## src/rtl/uart_tx_ctrl.sv

```systemverilog
`default_nettype none
// ============================================================================
// Module      : uart_tx_ctrl
// Description : UART transmit framing controller. Sends one serial bit per
//               clk: start bit, DATAWIDTH data bits LSB first, optional
//               parity bit (from an external parity calculator), stop bit.
//               Every line-facing output is a flip-flop.
// Revision    : 1.0 - initial release
// ============================================================================
module uart_tx_ctrl #(
    parameter int DATAWIDTH = 8
) (
    input  logic                 clk,
    input  logic                 rst,
    input  logic [DATAWIDTH-1:0] P_DATA,
    input  logic                 Data_Valid,
    input  logic                 PAR_EN,
    input  logic                 PAR_TYP,
    input  logic                 par_bit,
    output logic                 par_load,
    output logic                 par_type,
    output logic                 TX_OUT,
    output logic                 busy,
    output logic                 frame_done
);

    localparam int c_CW = (DATAWIDTH > 1) ? $clog2(DATAWIDTH) : 1;
    localparam logic [c_CW-1:0] c_LAST = c_CW'(DATAWIDTH - 1);

    localparam logic [2:0] c_IDLE   = 3'd0;
    localparam logic [2:0] c_START  = 3'd1;
    localparam logic [2:0] c_DATA   = 3'd2;
    localparam logic [2:0] c_PARITY = 3'd3;
    localparam logic [2:0] c_STOP   = 3'd4;

    logic [2:0]           r_state;
    logic [DATAWIDTH-1:0] r_shift;
    logic [c_CW-1:0]      r_cnt;
    logic                 r_par_en;
    logic                 r_par_type;
    logic                 r_tx;
    logic                 r_busy;
    logic                 r_frame_done;
    logic                 w_accept;

    // Accept strobe: idle controller seeing a request, never while in reset.
    assign w_accept   = (r_state == c_IDLE) && Data_Valid && !rst;
    assign par_load   = w_accept;
    assign par_type   = r_par_type;
    assign TX_OUT     = r_tx;
    assign busy       = r_busy;
    assign frame_done = r_frame_done;

    // Frame sequencer. Line outputs are loaded with the value belonging to the
    // state being entered, so they appear in the same cycle as that state.
    always_ff @(posedge clk) begin
        if (rst) begin
            r_state      <= c_IDLE;
            r_shift      <= '0;
            r_cnt        <= '0;
            r_par_en     <= 1'b0;
            r_par_type   <= 1'b0;
            r_tx         <= 1'b1;
            r_busy       <= 1'b0;
            r_frame_done <= 1'b0;
        end else begin
            case (r_state)
                c_IDLE: begin
                    r_tx         <= 1'b1;
                    r_busy       <= 1'b0;
                    r_frame_done <= 1'b0;
                    if (Data_Valid) begin
                        r_shift    <= P_DATA;
                        r_par_en   <= PAR_EN;
                        r_par_type <= PAR_TYP;
                        r_state    <= c_START;
                        r_tx       <= 1'b0;
                        r_busy     <= 1'b1;
                    end
                end
                c_START: begin
                    r_tx    <= r_shift[0];
                    r_shift <= r_shift >> 1;
                    r_cnt   <= '0;
                    r_state <= c_DATA;
                end
                c_DATA: begin
                    if (r_cnt == c_LAST) begin
                        r_cnt <= '0;
                        if (r_par_en) begin
                            // The parity calculator was loaded at accept, so
                            // its result is settled by now; capturing it on
                            // the edge into PARITY puts it on the line for
                            // exactly the PARITY cycle.
                            r_state <= c_PARITY;
                            r_tx    <= par_bit;
                        end else begin
                            r_state      <= c_STOP;
                            r_tx         <= 1'b1;
                            r_frame_done <= 1'b1;
                        end
                    end else begin
                        r_cnt   <= r_cnt + 1'b1;
                        r_tx    <= r_shift[0];
                        r_shift <= r_shift >> 1;
                    end
                end
                c_PARITY: begin
                    r_state      <= c_STOP;
                    r_tx         <= 1'b1;
                    r_frame_done <= 1'b1;
                end
                c_STOP: begin
                    r_state      <= c_IDLE;
                    r_tx         <= 1'b1;
                    r_busy       <= 1'b0;
                    r_frame_done <= 1'b0;
                end
                default: begin
                    r_state      <= c_IDLE;
                    r_cnt        <= '0;
                    r_tx         <= 1'b1;
                    r_busy       <= 1'b0;
                    r_frame_done <= 1'b0;
                end
            endcase
        end
    end

endmodule
`default_nettype wire

```

## config.mk

```make
export PLATFORM = sky130hd
export DESIGN_NAME = uart_tx_ctrl
export DESIGN_NICKNAME = d
export VERILOG_FILES = /design/src/rtl/uart_tx_ctrl.sv
export SDC_FILE = /design/constraint.sdc
export NUM_CORES = 1
export LEC_CHECK = 0
export ABC_AREA = 1
export BUFFER_PORTS_ARGS = -buffer_cell sky130_fd_sc_hd__buf_2
export CORE_ASPECT_RATIO = 0.8
export CORE_MARGIN = 2
export CORE_UTILIZATION = 50
export DETAILED_ROUTE_END_ITERATION = 6
export PLACE_DENSITY = 0.73
export SYNTH_ARGS = -nofsm -noshare
export SYNTH_HDL_FRONTEND = slang
export SYNTH_SLANG_ARGS = --single-unit
```

## constraint.sdc

```tcl
create_clock -name clk -period 2.6 [get_ports clk]
set_input_delay 0.52 -clock clk [delete_from_list [all_inputs] [get_ports clk]]
set_output_delay 0.52 -clock clk [all_outputs]
set_load 0.05 [all_outputs]
```

==> flow_summary.json <==
{
  "status": "completed",
  "synth_top_area_frac": 0.3918,
  "layout-drive-gt1-share": 0.2025,
  "switching_power_mw": 0.6188,
  "cts_resized": 0,
  "comb_power_share": 0.534,
  "seqPwrFrac": 0.354,
  "viasPerCell": 4.727,
  "cp-end-kind": "output port",
  "synthToLayoutAreaGrowth_pct": 12.76,
  "num_rows": 14,
  "yosys.cell_types.count": 20,
  "die_h_um": 43.42,
  "timing.hold.ws_ns": 0.4636,
  "setup_viol": 0,
  "vias": 884,
  "grtUsageMet3": 0.08276,
  "multi_input_comb_area_um2": 481.7,
  "synth_mux_area_frac": 0,
  "synth_area_per_cell_um2": 6.743,
  "register_area_um2": 380.4,
  "power.leakage_nw": 0.5715,
  "grt_pass1_vias": 770,
  "initial_core_util": 0.5229,
  "cap_violations": 0,
  "finalPower_mw": 1.278,
  "grt_usage": 0.2006,
  "coreArea_mm2": 0.001857,
  "dieArea_mm2": 0.002313,
  "ant_nets": 0,
  "tritoncts": "done",
  "die_w_um": 53.27,
  "first_iter_violations": 15,
  "clockBufferDepth": 2,
  "cp_data_arrival_time_ns": 1.57,
  "routabilityCongestion": 0.7834,
  "rsz0062_at_grt": "false",
  "drcViolationCount": 0,
  "fin_cells": 187,
  "use_met2": 0.2963,
  "fin_skew_ns": 0.008454,
  "synth_xor_area_frac": 0,
  "first_pass_iters": 4,
  "cts_inserted_buffers": 3,
  "synth_edf_count": 0,
  "syn-num-nets": 160,
  "wirelength_um": 1818,
  "ys.warnings.count": 0,
  "start_kind": "flop",
  "io_buffers": 18,
  "max_slew_margin": 0.7388,
  "synthCells": 144,
  "routedWlPerCell_um": 9.722,
  "path_max_fanout": 5,
  "ys.flop_type": "dfxtp_1",
  "setup_tns_ns": 0,
  "synth_top_family_by_area": "simple AND/OR/NAND/NOR gates",
  "grt_first_pass_wirelength_um": 3353,
  "hold_buffers": 0,
  "synth_compound_area_frac": 0.06959,
  "antenna-diode-count": 0,
  "worst_slew_pin_slew_ns": 0.3914,
  "synth_seq_cells": 19,
  "dpl.hpwl_um": 1393,
  "internal_power_mw": 0.6591,
  "yosysMostFrequentCell": "nand2_1",
  "postCtsSetupBuffers": 0,
  "synth_area_um2": 970.9,
  "cts_max_level": 1,
  "utilization": 0.5896,
  "placed_cells": 183,
  "finalMaxSlewViolations": 0,
  "yosys.area.top_type": "dfxtp_1",
  "overflow": 0,
  "finalCritPeriodShare": 0.8030,
  "ys_top_cells_by_count": "39 x nand2_1, 20 x inv_1, 20 x nor2_1",
  "worst-setup-path-type": "reg2out",
  "fin_crit_ns": 2.088,
  "power_per_cell_area_mw_per_mm2": 1167,
  "ios": 19,
  "cts-root-buf": "clkbuf_4",
  "antenna_found_initial": 0,
  "p_clk_frac": 0.113,
  "grt_max_degree": 17,
  "clkSlewWorstSetupHoldPaths_ns": 0.10,
  "timing.fmax_ghz": 0.4790,
  "synthSimpleGateAreaFrac": 0.4008,
  "cts.sinks": 19,
  "finalHoldViolCount": 0,
  "synth_seq_area_share": 0.3918,
  "fin_nets": 180,
  "fillers": 184,
  "synth.area.top_cells": "dfxtp_1 39%, nand2_1 15%, inv_1 7.7%",
  "hold_path_class": "reg2reg",
  "top_usage_layer": "met2",
  "use_met1": 0.2810,
  "synth_adder_area_share": 0.02577,
  "required_ns": 2.08,
  "async_reset_ff_frac": 0,
  "insertion_delay_ns": 0.29,
  "irDropWorstVdd_v": 0.0006735,
  "p_sw_frac": 0.4842
}
[final cells by class]
cell class,instances,area share
clock buffers,4,0.02400
well taps,24,0.02743
flip-flops and latches,19,0.3474
repair buffers,18,0.08229
multi-input cells,99,0.4400
inverters,23,0.07886
[placed cells by master, fill, tap and decap left out, drive strengths merged]
cell / Yosys / final
nor2: 21 / 21
dfxtp: 19 / 19
inv: 23 / 23
o211ai: 1 / 1
nand4: 1 / 1
ha: 2 / 2
buf: 1 / 18
a21oi: 9 / 9
nand2: 43 / 43
nand3: 16 / 16
o21ai: 3 / 3
clkbuf: 2 / 4
nor3: 3 / 3
[kinds of logic after synthesis]
logic type / after synthesis
and+or+nand+nor: 84
buffers and inverters: 26
DFF: 19
AOI/OAI and AO/OA: 13
adders and majority gates: 2
[through the flow]
stage | cell area [um2] | setup WS (ns)
global route | 1095 | 0.2844
global placement | 1069 | 0.8885
CTS | 1095 | 0.5004
floorplan | 970.9 | 0.6164
detailed placement | 1069 | 0.8434
finish | 1095 | 0.5121
[final timing paths]
check	startpoint	endpoint	slack, ns	cells past startpoint
worst min register to register	frame_done	frame_done	0.46	2
worst min-delay path	frame_done	frame_done	0.46	2
worst max register to register	r_cnt[0]	r_shift[7]	1.18	6
worst max-delay path	r_state[0]	par_load	0.51	6
[worst max-delay path, cell delays in order, from the launching register on]
cell and delay (ns):
dfxtp_1 0.36, nor2_1 0.14, inv_1 0.09, nor2_1 0.17, nand2_1 0.15, nor2_1 0.10
buf_2 0.26
[state kept, by name, indices dropped and copies added (netlist names)]
name / cells
TX_OUT: 1
busy: 1
frame_done: 1
par_type: 1
r_cnt: 3
r_par_en: 1
r_shift: 8
r_state: 3
[power by group through the flow]
stage	sequential (mW)	combinational, mW	clock [mW]
final	0.452	0.682	0.144
after global placement	0.458	0.670	0
after global routing	0.465	0.790	0.164
after detailed placement	0.460	0.687	0
after floorplan	0.532	0.496	0
after CTS	0.453	0.689	0.152
[per-layer routing]
layer / vias to the layer above / part of all wire / routed length, um
met4: 0 / 0.0072 / 13
li1: 488 / - / -
met3: 2 / 0.058 / 105
met2: 19 / 0.45 / 813
met1: 375 / 0.49 / 886
met5: - / 0 / 0
No activity file was read; power rests on OpenSTA's default activity.
